--- src/rtl/mips_mem_arbiter_if.sv ---
// mips_mem_arbiter_if
// Bundles the CPU instruction/data memory ports and the shared memory port that
// mips_mem_arbiter sits between.
//   master : arbiter view. It drives the CPU responses and the shared Mem_* request.
//   slave  : environment view. The CPU drives the requests and the memory model
//            drives Mem_In/Mem_Ready.
// Signals:
//   DataMem_Read/Write/Address/Out  CPU data request (write is 4 byte lanes)
//   DataMem_In/Ready                data response, Ready is a one-cycle pulse
//   InstMem_Read/Address            CPU fetch request
//   InstMem_In/Ready                fetch response, Ready is a one-cycle pulse
//   Mem_Read/Write/Address/Out      shared memory request, held until Mem_Ready
//   Mem_In/Ready                    shared memory response
interface mips_mem_arbiter_if;
    logic        DataMem_Read;
    logic [3:0]  DataMem_Write;
    logic [29:0] DataMem_Address;
    logic [31:0] DataMem_Out;
    logic [31:0] DataMem_In;
    logic        DataMem_Ready;
    logic        InstMem_Read;
    logic [29:0] InstMem_Address;
    logic [31:0] InstMem_In;
    logic        InstMem_Ready;
    logic        Mem_Read;
    logic [3:0]  Mem_Write;
    logic [29:0] Mem_Address;
    logic [31:0] Mem_Out;
    logic [31:0] Mem_In;
    logic        Mem_Ready;

    modport master (
        input  DataMem_Read, DataMem_Write, DataMem_Address, DataMem_Out,
        output DataMem_In, DataMem_Ready,
        input  InstMem_Read, InstMem_Address,
        output InstMem_In, InstMem_Ready,
        output Mem_Read, Mem_Write, Mem_Address, Mem_Out,
        input  Mem_In, Mem_Ready
    );

    modport slave (
        output DataMem_Read, DataMem_Write, DataMem_Address, DataMem_Out,
        input  DataMem_In, DataMem_Ready,
        output InstMem_Read, InstMem_Address,
        input  InstMem_In, InstMem_Ready,
        input  Mem_Read, Mem_Write, Mem_Address, Mem_Out,
        output Mem_In, Mem_Ready
    );
endinterface

--- src/rtl/mips_mem_arbiter.sv ---
// mips_mem_arbiter
// Two-to-one arbiter that shares one single-port memory between the MIPS32
// instruction-fetch port and data port. The winning request is registered and
// held on Mem_* until Mem_Ready. The response is then returned with a one-cycle
// Ready pulse, and one DONE cycle follows before the next grant.
// Ports:
//   clock  rising-edge clock
//   reset  asynchronous, active-high reset
//   bus    mips_mem_arbiter_if.master (CPU data/inst ports and the shared Mem_* port)
// Configuration:
//   MEM_ARB_ROUND_ROBIN_EN  defined: a 1-bit pointer alternates simultaneous requests,
//                           and data wins first after reset.
//                           undefined: fixed priority, data always beats instruction.
module mips_mem_arbiter (
    input  logic               clock,
    input  logic               reset,
    mips_mem_arbiter_if.master bus
);

    typedef enum logic [1:0] {StIdle, StGrantD, StGrantI, StDone} state_t;

    state_t      r_state;
    logic        r_mem_read;
    logic [3:0]  r_mem_write;
    logic [29:0] r_mem_address;
    logic [31:0] r_mem_out;
    logic [31:0] r_data_in;
    logic        r_data_ready;
    logic [31:0] r_inst_in;
    logic        r_inst_ready;

    logic w_data_req;
    logic w_inst_req;
    logic w_pick_data;

    assign w_data_req = bus.DataMem_Read | (|bus.DataMem_Write);
    assign w_inst_req = bus.InstMem_Read;

`ifdef MEM_ARB_ROUND_ROBIN_EN
    // Set when the instruction port should win the next tie.
    logic r_inst_next;

    assign w_pick_data = w_data_req & (~w_inst_req | ~r_inst_next);

    always_ff @(posedge clock or posedge reset) begin
        if (reset) begin
            r_inst_next <= 1'b0;
        end else if (r_state == StIdle && (w_data_req || w_inst_req)) begin
            // Favour whoever did not win this grant.
            r_inst_next <= w_pick_data;
        end
    end
`else
    assign w_pick_data = w_data_req;
`endif

    always_ff @(posedge clock or posedge reset) begin
        if (reset) begin
            r_state       <= StIdle;
            r_mem_read    <= 1'b0;
            r_mem_write   <= 4'h0;
            r_mem_address <= 30'h0;
            r_mem_out     <= 32'h0;
            r_data_in     <= 32'h0;
            r_data_ready  <= 1'b0;
            r_inst_in     <= 32'h0;
            r_inst_ready  <= 1'b0;
        end else begin
            unique case (r_state)
                StIdle: begin
                    if (w_pick_data) begin
                        r_state       <= StGrantD;
                        r_mem_address <= bus.DataMem_Address;
                        r_mem_out     <= bus.DataMem_Out;
                        // A read takes precedence; the write lanes are dropped.
                        r_mem_read    <= bus.DataMem_Read;
                        r_mem_write   <= bus.DataMem_Read ? 4'h0 : bus.DataMem_Write;
                    end else if (w_inst_req) begin
                        r_state       <= StGrantI;
                        r_mem_address <= bus.InstMem_Address;
                        r_mem_out     <= 32'h0;
                        r_mem_read    <= 1'b1;
                        r_mem_write   <= 4'h0;
                    end
                end
                StGrantD: begin
                    if (bus.Mem_Ready) begin
                        r_state      <= StDone;
                        r_data_in    <= bus.Mem_In;
                        r_data_ready <= 1'b1;
                        r_mem_read   <= 1'b0;
                        r_mem_write  <= 4'h0;
                    end
                end
                StGrantI: begin
                    if (bus.Mem_Ready) begin
                        r_state      <= StDone;
                        r_inst_in    <= bus.Mem_In;
                        r_inst_ready <= 1'b1;
                        r_mem_read   <= 1'b0;
                        r_mem_write  <= 4'h0;
                    end
                end
                StDone: begin
                    // Absorbs the cycle where the requester still sees its request high.
                    r_state      <= StIdle;
                    r_data_ready <= 1'b0;
                    r_inst_ready <= 1'b0;
                end
                default: r_state <= StIdle;
            endcase
        end
    end

    assign bus.Mem_Read      = r_mem_read;
    assign bus.Mem_Write     = r_mem_write;
    assign bus.Mem_Address   = r_mem_address;
    assign bus.Mem_Out       = r_mem_out;
    assign bus.DataMem_In    = r_data_in;
    assign bus.DataMem_Ready = r_data_ready;
    assign bus.InstMem_In    = r_inst_in;
    assign bus.InstMem_Ready = r_inst_ready;

endmodule

--- src/flat_wrapper.sv ---
// flat-port wrapper written by rule: the top's interface ports become plain ports
module mips_mem_arbiter_flat 
  (clock, reset, bus_DataMem_Read, bus_DataMem_Write, bus_DataMem_Address, bus_DataMem_Out, bus_DataMem_In, bus_DataMem_Ready, bus_InstMem_Read, bus_InstMem_Address, bus_InstMem_In, bus_InstMem_Ready, bus_Mem_Read, bus_Mem_Write, bus_Mem_Address, bus_Mem_Out, bus_Mem_In, bus_Mem_Ready);
  mips_mem_arbiter_if bus_i ();
  input  logic clock;
  input  logic reset;
  input wire logic [$bits(bus_i.DataMem_Read)-1:0] bus_DataMem_Read;
  input wire logic [$bits(bus_i.DataMem_Write)-1:0] bus_DataMem_Write;
  input wire logic [$bits(bus_i.DataMem_Address)-1:0] bus_DataMem_Address;
  input wire logic [$bits(bus_i.DataMem_Out)-1:0] bus_DataMem_Out;
  output wire logic [$bits(bus_i.DataMem_In)-1:0] bus_DataMem_In;
  output wire logic [$bits(bus_i.DataMem_Ready)-1:0] bus_DataMem_Ready;
  input wire logic [$bits(bus_i.InstMem_Read)-1:0] bus_InstMem_Read;
  input wire logic [$bits(bus_i.InstMem_Address)-1:0] bus_InstMem_Address;
  output wire logic [$bits(bus_i.InstMem_In)-1:0] bus_InstMem_In;
  output wire logic [$bits(bus_i.InstMem_Ready)-1:0] bus_InstMem_Ready;
  output wire logic [$bits(bus_i.Mem_Read)-1:0] bus_Mem_Read;
  output wire logic [$bits(bus_i.Mem_Write)-1:0] bus_Mem_Write;
  output wire logic [$bits(bus_i.Mem_Address)-1:0] bus_Mem_Address;
  output wire logic [$bits(bus_i.Mem_Out)-1:0] bus_Mem_Out;
  input wire logic [$bits(bus_i.Mem_In)-1:0] bus_Mem_In;
  input wire logic [$bits(bus_i.Mem_Ready)-1:0] bus_Mem_Ready;
  assign bus_i.DataMem_Read = bus_DataMem_Read;
  assign bus_i.DataMem_Write = bus_DataMem_Write;
  assign bus_i.DataMem_Address = bus_DataMem_Address;
  assign bus_i.DataMem_Out = bus_DataMem_Out;
  assign bus_DataMem_In = bus_i.DataMem_In;
  assign bus_DataMem_Ready = bus_i.DataMem_Ready;
  assign bus_i.InstMem_Read = bus_InstMem_Read;
  assign bus_i.InstMem_Address = bus_InstMem_Address;
  assign bus_InstMem_In = bus_i.InstMem_In;
  assign bus_InstMem_Ready = bus_i.InstMem_Ready;
  assign bus_Mem_Read = bus_i.Mem_Read;
  assign bus_Mem_Write = bus_i.Mem_Write;
  assign bus_Mem_Address = bus_i.Mem_Address;
  assign bus_Mem_Out = bus_i.Mem_Out;
  assign bus_i.Mem_In = bus_Mem_In;
  assign bus_i.Mem_Ready = bus_Mem_Ready;
  mips_mem_arbiter u_core (.clock(clock), .reset(reset), .bus(bus_i));
endmodule
--- config.mk ---
export PLATFORM = sky130hd
export DESIGN_NAME = mips_mem_arbiter_flat
export DESIGN_NICKNAME = d
export VERILOG_FILES = /design/src/rtl/mips_mem_arbiter_if.sv /design/src/rtl/mips_mem_arbiter.sv /design/src/flat_wrapper.sv
export SDC_FILE = /design/constraint.sdc
export NUM_CORES = 1
export LEC_CHECK = 0
export CAP_MARGIN = 20
export CELL_PAD_IN_SITES_DETAIL_PLACEMENT = 0
export CELL_PAD_IN_SITES_GLOBAL_PLACEMENT = 1
export CORE_ASPECT_RATIO = 1.1
export CORE_MARGIN = 2
export CORE_UTILIZATION = 35
export CTS_CLUSTER_SIZE = 24
export DETAILED_ROUTE_END_ITERATION = 12
export GPL_ROUTABILITY_DRIVEN = 0
export HOLD_SLACK_MARGIN = 0.06
export PLACE_DENSITY_LB_ADDON = 0.1
export SYNTH_ARGS = -nofsm -noshare
export SYNTH_HDL_FRONTEND = slang
export SYNTH_SLANG_ARGS = --single-unit
--- constraint.sdc ---
create_clock -name clock -period 13 [get_ports clock]
set_clock_uncertainty 0.05 [all_clocks]
set_input_delay 2.6 -clock clock [delete_from_list [all_inputs] [get_ports clock]]
set_output_delay 2.6 -clock clock [all_outputs]
set_load 0.02 [all_outputs]
**Word-level counts from Yosys, hierarchy flattened**

Index checks and enable logic that the tools add are counted.

- Eq/ne operators: 7
- Multiplexer cells: 20
- Bitwise gates (word level): 1
- Reductions and logical operators: 14

Operators with widths:

| cell | count |
|---|---|
| two-way mux 32 bit | 2 |
| two-way mux 30 bit | 2 |
| two-way mux 4 bit | 4 |
| AND reduction 2 bit | 6 |
| one-hot mux 4 bit (2 select lines) | 1 |
| nonzero test 2 bit | 4 |
| two-way mux 2 bit | 3 |
| one-hot mux 1 bit (2 select lines) | 3 |
| one-hot mux 2 bit (3 select lines) | 1 |
| == test 2 bit, second input constant | 2 |
| two-way mux 1 bit | 4 |
| != test 2 bit, second input constant | 2 |
| OR reduction 4 bit | 1 |
| != test 3 x 2 -> 1 bit, second input constant | 1 |
| AND reduction 3 bit | 1 |
| == test 2 x 1 -> 1 bit, second input constant | 1 |
| zero test 2 bit | 1 |
| != test 2 x 1 -> 1 bit, second input constant | 1 |
| OR reduction 2 bit | 1 |
| OR 1 bit | 1 |

- Register bits after elaboration: 135
- Input port bits: 133
- Output and inout bits: 133
- Logic and storage cells: 51

**Depth between registers and ports, before layout**

- Depth in word-level cells: 4
- Depth in mapped cells: 8
- Mapped depth without buffers: 5

**Worst setup path before layout**

No wires, ideal clock.

- Kind: input -> register
- From: input bus_DataMem_Write[2]
- To: register u_core.r_mem_address[0], in the netlist u_core.bus.Mem_Address[0]
- Setup time: 142 ps
- Arrival time: 3,714 ps
- Required time: 12,808 ps
- Setup slack: 9,094 ps
- Stages on the path: 5
- Path buffers: 2
- Path through: or4_4 buf_6 buf_6 nor4b_2 a221oi_1

- Word-level cells in the longest chain between the ends: 4
- Elaborated cells on any way between the ends: 5
- Classes of those cells: mux (1); bitwise (1); reduce/logical (3)

Ends and longest elaborated chain:

| what | line | source |
|---|---|---|
| from (decl) | flat_wrapper.sv:8 | `input wire logic [$bits(bus_i.DataMem_Write)-1:0] bus_DataMem_Write;` |
| OR reduction 4 bit * | mips_mem_arbiter.sv:36 | `assign w_data_req = bus.DataMem_Read \| (\|bus.DataMem_Write);` |
| OR 1 bit * | mips_mem_arbiter.sv:36 |  |
| nonzero test 2 bit (no line) | n/a |  |
| AND reduction 2 bit (no line) | n/a |  |
| to (signal assigned) | mips_mem_arbiter.sv:73 | `r_mem_address <= bus.DataMem_Address;` |
| to (signal assigned) | mips_mem_arbiter.sv:80 | `r_mem_address <= bus.InstMem_Address;` |
| to (decl) | mips_mem_arbiter.sv:25 | `logic [29:0] r_mem_address;` |

Mark *: on every way between the ends. The rest lies on a longest branch, timed or not.
A chain may end at the register's enable or synchronous reset.

**Worst setup path in the final report**

- From: input bus_DataMem_Write[2]
- To: register u_core.r_mem_address[16], in the netlist u_core.bus.Mem_Address[16]

Same word-level chain as after synthesis.

==> metrics.txt <==
status=complete, no violations; synthesized net count=roughly 640; Synth Warn #=0; cell count after synthesis=a little over 500; clk sinks=about 140; RSZ-0062 raised after global routing=false; endpoints failing hold=0; Data arrival, critical path=4.83 ns; Post-Syn Area=6140 sq um; Post-DP Area=around 9000 sq um; Crit path required time=13.23 ns; Worst Tran Pin Value=between 0.9 and 1 ns; area of the multi-input gates=2430 sq um; relative slew slack=0.344; Cell Chain, Critical Path=clkdlybuf4s50_1, or4_4, o31ai_4, buf_4, a221oi_1; crit-path max cell delay=0.94 ns; dpl hpwl=around 12 mm; ys flop type=dfrtp_1; IO Count=approximately 270; critical path class=input port to flip-flop; setup violators final=0; Max Cap Viol=0; fin util=0.562; Starting Density=0.359; FF+latch area=3380 sq um; Hold Crit Depth=1; Final period util=0.354; EDFF count, synth=0; setup TNS=0 ns; min-delay worst type=flip-flop to flip-flop; initial antenna violation count=0; synthesis-to-layout area growth=56.4%; row count=50; Worst setup SP type=input port; CTS H-tree lvls=4; CTS root buffer=clkbuf_16; vias in the first global route=5023; register area share after synthesis=0.550; CTS tree=yes; Post-CTS Setup Inserts=0; clk_lat worst skew=about 0.41 ns; asr flop ratio synth=1.00; drt drc=0; drt first pass iters=4; Slew Limit Fails=0; post-route ant nets=0; die extent in y=143 microns; share of cells above drive strength 1=0.185; Static Leakage=just under 4 nW; Fin Hold WS=between 0.4 and 0.5 ns; R2R depth=6; CTS Buf Count=17; hold_buf cts=0; # port buffers=265; CP max FO=65; CORE AREA=17100 sq um; Synth Register Bits=~140; syn_area_per_cell=between 10 and 15 sq um; first-pass GRT wire length=between 20 and 30 mm; Routed Wire Length=about 17 mm; via count=4989; reg2reg setup slack=10.53 ns; synth unique cells=31; Critical Path Sink Type=flip-flop; Peak supply drop=slightly above 100 uV; Final #Nets=approximately 900; # resized after CTS=0; fin area=9600 sq um; maximum clock rate=~220 MHz; FILL cells=~1400; routed wire length per instance=17.4 microns; GRT Total Usage=0.185; Tmin final=between 4 and 5 ns; largest net degree at the start of global routing=100; deepest clock path buffer count=2; Pwr Density=about 250 nW/um^2; Worst path slowest cell=or4_4; full die area=18600 sq um; clock slew seen by the registers of the worst setup and hold paths=approximately 0.060 ns; 1st-iter DRT viols=300; total global routing overflow=0; die width=between 100 and 150 microns; via/cell ratio=~5
==> sequential cells by signal, indices dropped and copies added (netlist names) <==
name and cells:
u_core.bus.Mem_Write 4, u_core.bus.InstMem_In 32, u_core.bus.DataMem_Ready 1, u_core.r_state 2, u_core.bus.Mem_Read 1, u_core.bus.InstMem_Ready 1, u_core.bus.Mem_Out 32, u_core.bus.DataMem_In 32
u_core.bus.Mem_Address 30
==> logic make-up (layout without fill, tap and decap cells) <==
logic type / Yosys count / in the layout / synth area share
buffers and inverters: 80 / 342 / 0.0557
muxes: 64 / 64 / 0.117
and+or+nand+nor: 111 / 111 / 0.139
adders and majority gates: 4 / 4 / 0.00816
AOI/OAI and AO/OA: 111 / 111 / 0.129
DFF: 135 / 135 / 0.550
other: 0 / 1 / 0
==> worst max-delay path, delay by kind of cell <==
kind	cells	cell delay (ns)
buffers and inverters	2	0.80
AOI/OAI and AO/OA	2	0.46
and+or+nand+nor	1	0.94
==> Yosys cell counts, types with 2 or more instances <==
cell type	n	area, sq um
o22ai_1	2	12.5
a21oi_1	4	20.0
nand2b_1	3	18.8
ha_1	4	50.1
a22o_1	4	35.0
nor4b_2	28	420
nand2_1	40	150
nor4b_1	2	17.5
o21ai_0	31	155
nor2b_1	30	188
nor2_1	2	7.51
clkbuf_1	19	71.3
buf_6	4	45.0
mux2_2	64	721
a221oi_1	32	280
buf_1	12	45.0
inv_1	36	135
o21ai_1	2	10.0
dfrtp_1	135	3380
buf_2	9	45.0
o211ai_1	32	240
==> worst paths after layout <==
check / from / endpoint
worst max-delay path: bus_DataMem_Write[2] / u_core.bus.Mem_Address[16]
worst max register to register: u_core.r_state[0] / u_core.bus.Mem_Write[2]
max in group asynchronous: reset / u_core.bus.Mem_Address[29]
min in group asynchronous: reset / u_core.bus.InstMem_In[13]
worst min register to register: u_core.bus.Mem_Read / u_core.bus.Mem_Read
worst min-delay path: u_core.bus.Mem_Read / u_core.bus.Mem_Read
==> final cells by class <==
type | instances | share of cell area
antenna | 1 | 0.000261
clock buffer | 19 | 0.0461
clock inverter | 13 | 0.0153
inverter | 36 | 0.0146
multi-input combinational | 290 | 0.254
sequential | 135 | 0.352
tap | 234 | 0.0305
timing repair buffer | 274 | 0.288
==> layer usage <==
layer  share of wire  vias to the layer above  GRT usage
met2            0.48                      199      0.295
li1                -                     2320          -
met4           0.021                        0     0.0770
met5               0                        -          0
met3           0.084                       23     0.0648
met1            0.42                     2447      0.229
==> through the flow <==
step / setup WS, ns / std cells / power [mW]
after floorplan: 6.74 / 505 / 1.39
after global placement: 7.95 / 967 / 1.93
after detailed placement: 7.87 / 967 / 1.96
after CTS: 8.33 / 999 / 2.45
after global routing: 8.30 / 1001 / 2.56
final: 8.40 / 1002 / 2.42
==> placed cells by master, fill, tap and decap left out, drive strengths merged, types with 3 or more instances in the layout <==
cell type,Yosys,final
a22o,4,4
a21oi,4,4
mux2,64,64
nor4b,30,30
clkinv,0,4
nand2,40,40
o21ai,33,33
o211ai,33,33
nor2b,30,30
buf,25,9
dfrtp,135,135
a221oi,32,32
clkdlybuf4s50,0,265
clkbuf,19,19
inv,36,39
nand2b,3,3
clkinvlp,0,4
ha,4,4
==> power by group <==
| part | total (mW) | switching (mW) | internal (mW) | leakage (nW) |
|---|---|---|---|---|
| Sequential | 0.740 | 0.111 | 0.629 | 1.61 |
| Clock | 0.477 | 0.188 | 0.289 | 0.278 |
| Combinational | 1.20 | 0.594 | 0.611 | 1.99 |
| Total | 2.42 | 0.892 | 1.53 | 3.88 |
Power figures use the tool's default switching activity.
